<file path="src/rtl/sram_record_reader_pkg.sv">
// Shared types and default geometry for the SRAM record reader.
package sram_rd_pkg;

  typedef enum logic [1:0] {IDLE, FETCH, HOLD, DONE} sram_rd_state_e;

  localparam int AW_DEF  = 10;
  localparam int DW_DEF  = 32;
  localparam int WPR_DEF = 8;
  localparam int NW_DEF  = 7;

endpackage

</file>
<file path="src/rtl/sram_record_reader_if.sv">
// Control, record-stream and SRAM-pin bundle for the record reader.
interface sram_record_reader_if
  import sram_rd_pkg::*;
#(
  parameter int AW  = AW_DEF,
  parameter int DW  = DW_DEF,
  parameter int WPR = WPR_DEF,
  parameter int NW  = NW_DEF
);

  logic                start;
  logic [AW-1:0]       base_addr;
  logic [NW-1:0]       num_records;
  logic                busy;
  logic                done;
  logic                rec_valid;
  logic                rec_ready;
  logic [WPR*DW-1:0]   rec_data;
  logic [NW-1:0]       rec_index;
  logic                sram_cen;
  logic                sram_wen;
  logic [AW-1:0]       sram_a;
  logic [DW-1:0]       sram_q;

  // master: the reader itself
  modport master (
    input  start, base_addr, num_records, rec_ready, sram_q,
    output busy, done, rec_valid, rec_data, rec_index, sram_cen, sram_wen, sram_a
  );

  // slave: requester, record consumer and SRAM macro
  modport slave (
    output start, base_addr, num_records, rec_ready, sram_q,
    input  busy, done, rec_valid, rec_data, rec_index, sram_cen, sram_wen, sram_a
  );

endinterface

</file>
<file path="src/rtl/sram_record_reader.sv">
// Fetches WPR-word records from the single-port SRAM and presents each one
// as a wide word on a valid/ready stream.
module sram_record_reader
  import sram_rd_pkg::*;
#(
  parameter int AW  = AW_DEF,
  parameter int DW  = DW_DEF,
  parameter int WPR = WPR_DEF,
  parameter int NW  = NW_DEF
) (
  input  logic                  CLK,
  input  logic                  RSTN,
  sram_record_reader_if.master  bus
);

  localparam int IW = (WPR > 1) ? $clog2(WPR) : 1;

  sram_rd_state_e        state_q;
  logic [NW-1:0]         num_q;
  logic [NW-1:0]         cnt_q;
  logic                  cen_q;
  logic [AW-1:0]         a_q;
  logic [IW-1:0]         iss_idx_q;
  logic                  cap_vld_q;
  logic [IW-1:0]         cap_idx_q;
  logic [WPR*DW-1:0]     data_q;
  logic                  rec_valid_q;
  logic                  done_q;
  logic                  busy_q;

  logic [AW-1:0]         a_inc_d;
  logic                  last_issue_d;
  logic                  last_capture_d;
  logic                  last_rec_d;

  // Address wraps modulo 2^AW by plain truncation.
  assign a_inc_d        = a_q + AW'(1);
  assign last_issue_d   = (iss_idx_q == IW'(WPR - 1));
  assign last_capture_d = cap_vld_q && (cap_idx_q == IW'(WPR - 1));
  assign last_rec_d     = (cnt_q == (num_q - NW'(1)));

  always_ff @(posedge CLK or negedge RSTN) begin
    if (!RSTN) begin
      state_q     <= IDLE;
      num_q       <= '0;
      cnt_q       <= '0;
      cen_q       <= 1'b1;
      a_q         <= '0;
      iss_idx_q   <= '0;
      cap_vld_q   <= 1'b0;
      cap_idx_q   <= '0;
      data_q      <= '0;
      rec_valid_q <= 1'b0;
      done_q      <= 1'b0;
      busy_q      <= 1'b0;
    end else begin
      done_q    <= 1'b0;
      // SRAM returns data one cycle after the issue; the delayed flag/index
      // steer that data into its slot.
      cap_vld_q <= !cen_q;
      cap_idx_q <= iss_idx_q;
      if (cap_vld_q) begin
        data_q[int'(cap_idx_q)*DW +: DW] <= bus.sram_q;
      end

      unique case (state_q)
        IDLE: begin
          if (bus.start) begin
            num_q <= bus.num_records;
            cnt_q <= '0;
            if (bus.num_records == '0) begin
              state_q <= DONE;
              done_q  <= 1'b1;
            end else begin
              state_q   <= FETCH;
              busy_q    <= 1'b1;
              cen_q     <= 1'b0;
              a_q       <= bus.base_addr;
              iss_idx_q <= '0;
            end
          end
        end

        FETCH: begin
          if (!cen_q) begin
            if (last_issue_d) begin
              cen_q <= 1'b1;
            end else begin
              iss_idx_q <= iss_idx_q + IW'(1);
              a_q       <= a_inc_d;
            end
          end
          if (last_capture_d) begin
            state_q     <= HOLD;
            rec_valid_q <= 1'b1;
          end
        end

        HOLD: begin
          if (rec_valid_q && bus.rec_ready) begin
            rec_valid_q <= 1'b0;
            if (last_rec_d) begin
              state_q <= DONE;
              done_q  <= 1'b1;
              busy_q  <= 1'b0;
            end else begin
              // Next record continues at the word after the previous one.
              state_q   <= FETCH;
              cnt_q     <= cnt_q + NW'(1);
              cen_q     <= 1'b0;
              a_q       <= a_inc_d;
              iss_idx_q <= '0;
            end
          end
        end

        DONE: begin
          state_q <= IDLE;
        end

        default: begin
          state_q <= IDLE;
        end
      endcase
    end
  end

  assign bus.busy      = busy_q;
  assign bus.done      = done_q;
  assign bus.rec_valid = rec_valid_q;
  assign bus.rec_data  = data_q;
  assign bus.rec_index = cnt_q;
  assign bus.sram_cen  = cen_q;
  assign bus.sram_wen  = 1'b1;
  assign bus.sram_a    = a_q;

endmodule

</file>
<file path="src/flat_wrapper.sv">
// flat-port wrapper written by rule: the top's interface ports become plain ports
module sram_record_reader_flat import sram_rd_pkg::*;
#(
  parameter int AW  = AW_DEF,
  parameter int DW  = DW_DEF,
  parameter int WPR = WPR_DEF,
  parameter int NW  = NW_DEF
)
  (CLK, RSTN, bus_start, bus_base_addr, bus_num_records, bus_rec_ready, bus_sram_q, bus_busy, bus_done, bus_rec_valid, bus_rec_data, bus_rec_index, bus_sram_cen, bus_sram_wen, bus_sram_a);
  sram_record_reader_if #(.AW(AW), .DW(DW), .WPR(WPR), .NW(NW)) bus_i ();
  input  logic CLK;
  input  logic RSTN;
  input wire logic [$bits(bus_i.start)-1:0] bus_start;
  input wire logic [$bits(bus_i.base_addr)-1:0] bus_base_addr;
  input wire logic [$bits(bus_i.num_records)-1:0] bus_num_records;
  input wire logic [$bits(bus_i.rec_ready)-1:0] bus_rec_ready;
  input wire logic [$bits(bus_i.sram_q)-1:0] bus_sram_q;
  output wire logic [$bits(bus_i.busy)-1:0] bus_busy;
  output wire logic [$bits(bus_i.done)-1:0] bus_done;
  output wire logic [$bits(bus_i.rec_valid)-1:0] bus_rec_valid;
  output wire logic [$bits(bus_i.rec_data)-1:0] bus_rec_data;
  output wire logic [$bits(bus_i.rec_index)-1:0] bus_rec_index;
  output wire logic [$bits(bus_i.sram_cen)-1:0] bus_sram_cen;
  output wire logic [$bits(bus_i.sram_wen)-1:0] bus_sram_wen;
  output wire logic [$bits(bus_i.sram_a)-1:0] bus_sram_a;
  assign bus_i.start = bus_start;
  assign bus_i.base_addr = bus_base_addr;
  assign bus_i.num_records = bus_num_records;
  assign bus_i.rec_ready = bus_rec_ready;
  assign bus_i.sram_q = bus_sram_q;
  assign bus_busy = bus_i.busy;
  assign bus_done = bus_i.done;
  assign bus_rec_valid = bus_i.rec_valid;
  assign bus_rec_data = bus_i.rec_data;
  assign bus_rec_index = bus_i.rec_index;
  assign bus_sram_cen = bus_i.sram_cen;
  assign bus_sram_wen = bus_i.sram_wen;
  assign bus_sram_a = bus_i.sram_a;
  sram_record_reader #(.AW(AW), .DW(DW), .WPR(WPR), .NW(NW)) u_core (.CLK(CLK), .RSTN(RSTN), .bus(bus_i));
endmodule
</file>
<file path="config.mk">
export PLATFORM = sky130hd
export DESIGN_NAME = sram_record_reader_flat
export DESIGN_NICKNAME = d
export VERILOG_FILES = /design/src/rtl/sram_record_reader_pkg.sv /design/src/rtl/sram_record_reader_if.sv /design/src/rtl/sram_record_reader.sv /design/src/flat_wrapper.sv
export SDC_FILE = /design/constraint.sdc
export NUM_CORES = 1
export LEC_CHECK = 0
export BUFFER_PORTS_ARGS = -buffer_cell sky130_fd_sc_hd__buf_2
export CAP_MARGIN = 20
export CORE_ASPECT_RATIO = 0.6
export CORE_MARGIN = 2
export CORE_UTILIZATION = 50
export DETAILED_ROUTE_END_ITERATION = 10
export GPL_ROUTABILITY_DRIVEN = 0
export HOLD_SLACK_MARGIN = 0.02
export PLACE_DENSITY = 0.77
export SLEW_MARGIN = 15
export SYNTH_ARGS = -nofsm -noshare
export SYNTH_HDL_FRONTEND = slang
export SYNTH_SLANG_ARGS = --single-unit
</file>
<file path="constraint.sdc">
create_clock -name CLK -period 3.6 [get_ports CLK]
set_clock_uncertainty 0.1 [all_clocks]
set_input_delay 0.36 -clock CLK [delete_from_list [all_inputs] [get_ports CLK]]
set_output_delay 0.36 -clock CLK [all_outputs]
set_load 0.01 [all_outputs]
</file>
==> qor.yml, run 1 <==
outcome:
  outcome: "finished, final reports clean"
min_path:
  min_path_cells: 2
  hp-class: "primary input to flip-flop"
cts:
  cts_made_buffers: 27
  cts_buffer_depth: 3
  cts_root_buf: "clkbuf_16"
  clkTransAtPathRegs_ns: 0.07
  h-tree-depth: 1
  insertion_delay_ns: 0.53
  cts_resized: 0
  cts.sinks: 293
  cts_tree: "done"
layout:
  n_fill_cell: 1791
  finish.utilization_pct: 63.9
  regArea_mm2: 0.00733
  n_antenna_cell: 0
  multiInputGateArea_mm2: 0.00395
  layout_common_cells: "328 x buf_2, 292 x dfrtp_1, 183 x nand2_1"
  final_common_cell: "buf_2"
  nets: 1366
  fin_area_mm2: 0.0146
  drive_above_1_share_pct: 40.5
  syn_to_final_growth_pct: 26.7
logic_synthesis:
  syn-cell-area_mm2: 0.0116
  syn-instance-count: 968
  synth_fp_nets: 1033
  synth_warnings: 0
  synth_ff_type: "dfrtp_1"
  synth_seq_cells: 293
  synthArstFlopShare_pct: 100
  synth.distinct_cells: 51
  synth.avg_cell_area_um2: 11.9
  synth_edf_count: 0
  ys_seq_area_share_pct: 63.4
place:
  dp_worst_setup_slack_ns: 0.423
  dp_hpwl_mm: 21.9
  postPlaceCellArea_mm2: 0.0136
  portBuffers: 329
global_routing:
  grt_pass1_wl_mm: 49.2
  grt_usage_pct: 25.8
  grt_pass1_vias: 8718
  grt_overflow_total: 0
  grt_start_max_net_pins: 101
  antenna_found_initial: 0
critical_path:
  crit_path_end_kind: "flip-flop"
  critPathLaunchType: "flip-flop"
  cp.required_ns: 3.92
  cp.arrival_ns: 3.53
  reg2regPathDepth: 8
  crit_type: "flip-flop to flip-flop"
  cp_max_fo: 14
power_and_ir_drop:
  p_per_area_mw_per_mm2: 997
  p_seq_share_pct: 40.2
  power_mw: 14.6
  power.switching_mw: 5.40
  netSwitchingFraction_pct: 36.9
  p_clk_share_pct: 20.6
  cellLeakagePower_nw: 7.09
  vdd_drop_max_mv: 0.626
  p_int_mw: 9.21
  pwr-share-comb_pct: 39.2
floorplanning:
  io_pins: 331
  initial_core_util_pct: 50.4
  core_area_mm2: 0.0229
  dieArea_mm2: 0.0244
  die_x_um: 200
  die_h_um: 122
  rows: 43
timing:
  rsz0062_at_grt: "false"
  hold_viol: 0
  timing.final.crit_share_pct: 89.2
  tns_ns: 0
  fin_crit_ns: 3.21
  setup_violations: 0
  worstMarginPinSlew_ns: 0.780
  max_slew_margin_pct: 48.0
  worst_slack_ns: 0.388
  fmax_ghz: 0.311
  slew_violations: 0
routing:
  post_drt_wl_per_cell_um: 19.3
  num_vias: 8843
  detail_route.wirelength_mm: 31.5
  vias_per_cell: 5.42
  dr.pass1.iters: 5
  final_antenna_net_count: 0
  route.detailed.drc: 0
  drt_iter0_drc: 657
flow_run:
  maxCapViolations: 0
==> logic make-up after synthesis <==
| kind of cell | Yosys count | synth area share (%) |
|---|---|---|
| flip-flops | 293 | 63.4 |
| buffers and inverters | 73 | 2.53 |
| XOR/XNOR | 9 | 0.682 |
| other | 1 | 0.0324 |
| multiplexers | 142 | 13.8 |
| AO/OA/AOI/OAI | 192 | 9.12 |
| adder cells (fa/ha/maj) | 12 | 1.30 |
| AND/OR/NAND/NOR | 246 | 9.10 |
==> synthesized netlist by cell type (all sizes together) (3+ instances only) <==
master    n  share of area, %
a21o      3              0.19
a21oi    22              0.95
a31oi    11              0.60
buf       5              0.32
clkbuf   51               1.7
dfrtp   292                63
ha       12               1.3
inv      17              0.55
mux2    137                13
mux2i     5              0.43
nand2   183               5.9
nand2b    6              0.32
nand3    18              0.78
nand3b    5              0.32
nor2     13              0.42
nor3      4              0.17
o21ai   137               5.9
o22ai     4              0.22
xnor2     8              0.61
==> critical path, cell delays in order, from the launching register on <==
cell	delay [ns]
dfrtp_1	0.41
inv_1	0.07
ha_1	0.21
or3b_1	0.41
or4_4	0.51
a2111oi_4	0.42
nand4_2	0.20
and2_1	0.40
mux2_4	0.37
==> timing repair <==
| item | in CTS | in global routing |
|---|---|---|
| endpoints found under the setup margin | 0 | 0 |
| buffers inserted | 0 | 0 |
| endpoints found under the hold margin | 114 | 0 |
| hold buffers | 14 | 0 |
==> worst paths after layout <==
check                                                      from                              endpoint  slack, ns
min in group asynchronous                                  RSTN  u_core.bus.rec_data[209]$_DFFE_PN0P_       0.40
worst max register to register      u_core.num_q[0]$_DFFE_PN0P_       u_core.iss_idx_q[0]$_DFFE_PN0P_       0.39
worst min register to register  u_core.iss_idx_q[1]$_DFFE_PN0P_         u_core.cap_idx_q[1]$_DFF_PN0_       0.32
worst max-delay path                u_core.num_q[0]$_DFFE_PN0P_       u_core.iss_idx_q[0]$_DFFE_PN0P_       0.39
worst min-delay path                             bus_sram_q[12]   u_core.bus.rec_data[76]$_DFFE_PN0P_       0.04
max in group asynchronous                                  RSTN   u_core.bus.rec_data[18]$_DFFE_PN0P_       1.96
==> per-stage QoR <==
step	std cells	hold WS [ns]
3_3_place_gp	1572	0.305
6_report	1632	0.0406
4_1_cts	1631	0.0210
2_1_floorplan	968	-0.0356
3_5_place_dp	1572	0.310
5_1_grt	1632	0.0311
==> layout make-up <==
cell class | count | share of cell area (%)
sequential | 293 | 50.1
tap | 315 | 2.69
timing repair buffer | 360 | 13.5
inverter | 17 | 0.436
clock buffer | 34 | 5.00
multi-input combinational | 602 | 27.0
clock inverter | 11 | 1.29
==> power groups by stage <==
| stage | Combinational, mW | Clock [mW] | Sequential (mW) |
|---|---|---|---|
| 2_1_floorplan | 2.54 | 0 | 6.49 |
| 3_3_place_gp | 5.57 | 0 | 5.78 |
| 3_5_place_dp | 5.72 | 0 | 5.87 |
| 4_1_cts | 5.76 | 3.05 | 5.86 |
| 5_1_grt | 6.27 | 3.21 | 6.07 |
| 6_report | 5.73 | 3.00 | 5.87 |
==> routing by layer <==
| layer | global-route usage, % | vias up | part of all wire (%) |
|---|---|---|---|
| li1 | - | 3989 | - |
| met1 | 35.6 | 4411 | 43 |
| met2 | 40.5 | 387 | 46 |
| met3 | 7.73 | 56 | 8.6 |
| met4 | 6.85 | 0 | 2.5 |
| met5 | 0 | - | 0 |
==> state kept, by name, summed over array words and instances, names as in the netlist <==
register,count
u_core.bus.busy,1
u_core.bus.done,1
u_core.bus.rec_data,256
u_core.bus.rec_index,7
u_core.bus.rec_valid,1
u_core.bus.sram_a,10
u_core.bus.sram_cen,1
u_core.cap_idx_q,3
u_core.cap_vld_q,1
u_core.iss_idx_q,3
u_core.num_q,7
u_core.state_q,2
Note: power is estimated with default switching activity, not from simulation.
==> run 2: changes to the inputs <==
--- a/config.mk
+++ b/config.mk
@@ -5,15 +5,17 @@
 export SDC_FILE = /design/constraint.sdc
 export NUM_CORES = 1
 export LEC_CHECK = 0
-export BUFFER_PORTS_ARGS = -buffer_cell sky130_fd_sc_hd__buf_2
+export BUFFER_PORTS_ARGS = -buffer_cell sky130_fd_sc_hd__buf_4
 export CAP_MARGIN = 20
+export CELL_PAD_IN_SITES_DETAIL_PLACEMENT = 1
+export CELL_PAD_IN_SITES_GLOBAL_PLACEMENT = 1
 export CORE_ASPECT_RATIO = 0.6
 export CORE_MARGIN = 2
-export CORE_UTILIZATION = 50
+export CORE_UTILIZATION = 40
 export DETAILED_ROUTE_END_ITERATION = 10
 export GPL_ROUTABILITY_DRIVEN = 0
 export HOLD_SLACK_MARGIN = 0.02
-export PLACE_DENSITY = 0.77
+export PLACE_DENSITY = 0.79
 export SLEW_MARGIN = 15
 export SYNTH_ARGS = -nofsm -noshare
 export SYNTH_HDL_FRONTEND = slang
==> run 2 against run 1 <==
Final area is 8.1% higher. Routed wire length rose by 22%. Total power up 8.0%. Global-route usage fell by 0.62 points. Utilization fell by 8.5 points. Sequential power grew 3%. Die area grew 24%. Via count grew 1.5%. Critical path type unchanged.
==> qor.yml, run 2 (synthesized netlist as in run 1, its figures left out) <==
power_and_ir_drop:
  cellLeakagePower_nw: 7.53
  p_int_mw: 9.93
  netSwitchingFraction_pct: 37.1
  pwr-share-comb_pct: 43.4
  p_seq_share_pct: 38.1
  p_per_area_mw_per_mm2: 997
  p_clk_share_pct: 18.5
  vdd_drop_max_mv: 0.521
  power.switching_mw: 5.86
cts:
  h-tree-depth: 1
  cts_tree: "done"
  cts_resized: 0
  holdBufCountCts: 42
  post_cts_buffers: 0
  cts_made_buffers: 29
  cts.sinks: 293
  clkTransAtPathRegs_ns: 0.07
  cts_root_buf: "clkbuf_16"
  insertion_delay_ns: 0.55
  cts_buffer_depth: 3
place:
  dp_worst_setup_slack_ns: 0.365
  postPlaceCellArea_mm2: 0.0145
  dp_hpwl_mm: 26.0
  portBuffers: 329
global_routing:
  grt_pass1_wl_mm: 58.9
  antenna_found_initial: 0
  grt_overflow_total: 0
  grt_usage_pct: 25.2
  grt_start_max_net_pins: 132
  grt_pass1_vias: 9745
timing:
  worst_slack_ns: 0.264
  tns_ns: 0
  setup_violations: 0
  hold_viol: 0
  slew_violations: 0
  fmax_ghz: 0.300
  hold-worst-slack_ns: 0.0467
  timing.final.crit_share_pct: 92.7
  fin_crit_ns: 3.34
  rsz0062_at_grt: "false"
  max_slew_margin_pct: 29.8
  worstMarginPinSlew_ns: 1.05
routing:
  dr_wl_met2_mm: 17.9
  drt_iter0_drc: 499
  wl_met1_mm: 16.9
  post_drt_wl_per_cell_um: 22.2
  detail_route.wirelength_mm: 38.4
  highest_layer: "met4"
  final_antenna_net_count: 0
  dr.pass1.iters: 4
  num_vias: 8978
  route.detailed.drc: 0
  wl_met3_mm: 2.85
  vias_per_cell: 5.19
critical_path:
  slowest_stage: "or4_4"
  crit_path_end_kind: "flip-flop"
  cp_slowest_stage_delay_ns: 0.52
  cp.arrival_ns: 3.67
  crit_type: "flip-flop to flip-flop"
  critPathLaunchType: "flip-flop"
  crit_chain: "inv_1 -> ha_1 -> or3b_1 -> or4_4 -> a2111oi_4 -> nand4_2 -> and2_1 -> mux2_4"
  cp.required_ns: 3.93
  cp_max_fo: 14
flow_run:
  maxCapViolations: 0
layout:
  syn_to_final_growth_pct: 37.0
  layout_common_cells: "347 x buf_4, 291 x dfrtp_1, 183 x nand2_1"
  fin_area_mm2: 0.0158
  drive_above_1_share_pct: 39.9
  nets: 1402
  largest_reg_flops: 256
  n_antenna_cell: 0
  final_common_cell: "buf_4"
  finish.utilization_pct: 55.4
floorplanning:
  initial_core_util_pct: 40.4
  die_x_um: 223
  dieArea_mm2: 0.0303
  core_area_mm2: 0.0286
  io_pins: 331
  rows: 48
  die_h_um: 136
outcome:
  outcome: "finished, final reports clean"
min_path:
  hp-class: "primary input to flip-flop"
[run 2: cell count changes in the layout (fill, tap and decap cells not counted), sizes merged]
cell and delta:
buf +6, bufinv -5, dlygate4sd3 +28, clkbuf +11, inv +1, clkinv -1, clkinvlp -1
[run 2: power groups by stage]
stage / sequential (mW) / clock (mW) / combinational (mW)
CTS: 5.99 / 2.98 / 6.87
global route: 6.22 / 3.10 / 7.42
finish: 6.02 / 2.92 / 6.84
floorplan: 6.49 / 0 / 2.54
detailed placement: 6.00 / 0 / 6.78
global placement: 5.91 / 0 / 6.54
[run 2: worst paths after layout]
check,startpoint,to,slack (ns),cells past startpoint
hold / removal,bus_base_addr[3],u_core.bus.sram_a[3]$_DFFE_PN0P_,0.05,3
hold reg to reg,u_core.iss_idx_q[2]$_DFFE_PN0P_,u_core.cap_idx_q[2]$_DFF_PN0_,0.32,0
setup reg to reg,u_core.num_q[0]$_DFFE_PN0P_,u_core.iss_idx_q[0]$_DFFE_PN0P_,0.26,8
setup / recovery,u_core.num_q[0]$_DFFE_PN0P_,u_core.iss_idx_q[0]$_DFFE_PN0P_,0.26,8
min in group asynchronous,RSTN,u_core.bus.rec_data[146]$_DFFE_PN0P_,0.41,2
max in group asynchronous,RSTN,u_core.bus.rec_data[155]$_DFFE_PN0P_,1.93,3
[run 2: per-layer routing]
layer,track usage (%),vias to the layer above
met5,0,-
met4,5.00,0
met3,7.33,41
met2,40.8,275
met1,34.1,4608
li1,-,4054
[run 2: final cells by class]
type	count	area (um^2)
Clock buffer	45	866
Timing Repair Buffer	394	3120
Clock inverter	5	31.3
Fill cell	3024	12700
Multi-Input combinational cell	602	3950
Inverter	17	63.8
Sequential cell	293	7330
Tap cell	375	469
[run 2: per-stage QoR]
| stage | instances | power, mW |
|---|---|---|
| after detailed placement | 1639 | 12.8 |
| after global placement | 1639 | 12.5 |
| after CTS | 1731 | 15.8 |
| after floorplan | 968 | 9.03 |
| after global routing | 1731 | 16.7 |
| final | 1731 | 15.8 |
[run 2: worst max-delay path, delay by kind of cell, from the launching register on]
kind | cells | cell delay (ns)
compound gates | 1 | 0.44
simple gates | 4 | 1.58
fa+ha+maj | 1 | 0.22
buf+inv | 1 | 0.09
flops | 1 | 0.42
mux | 1 | 0.38
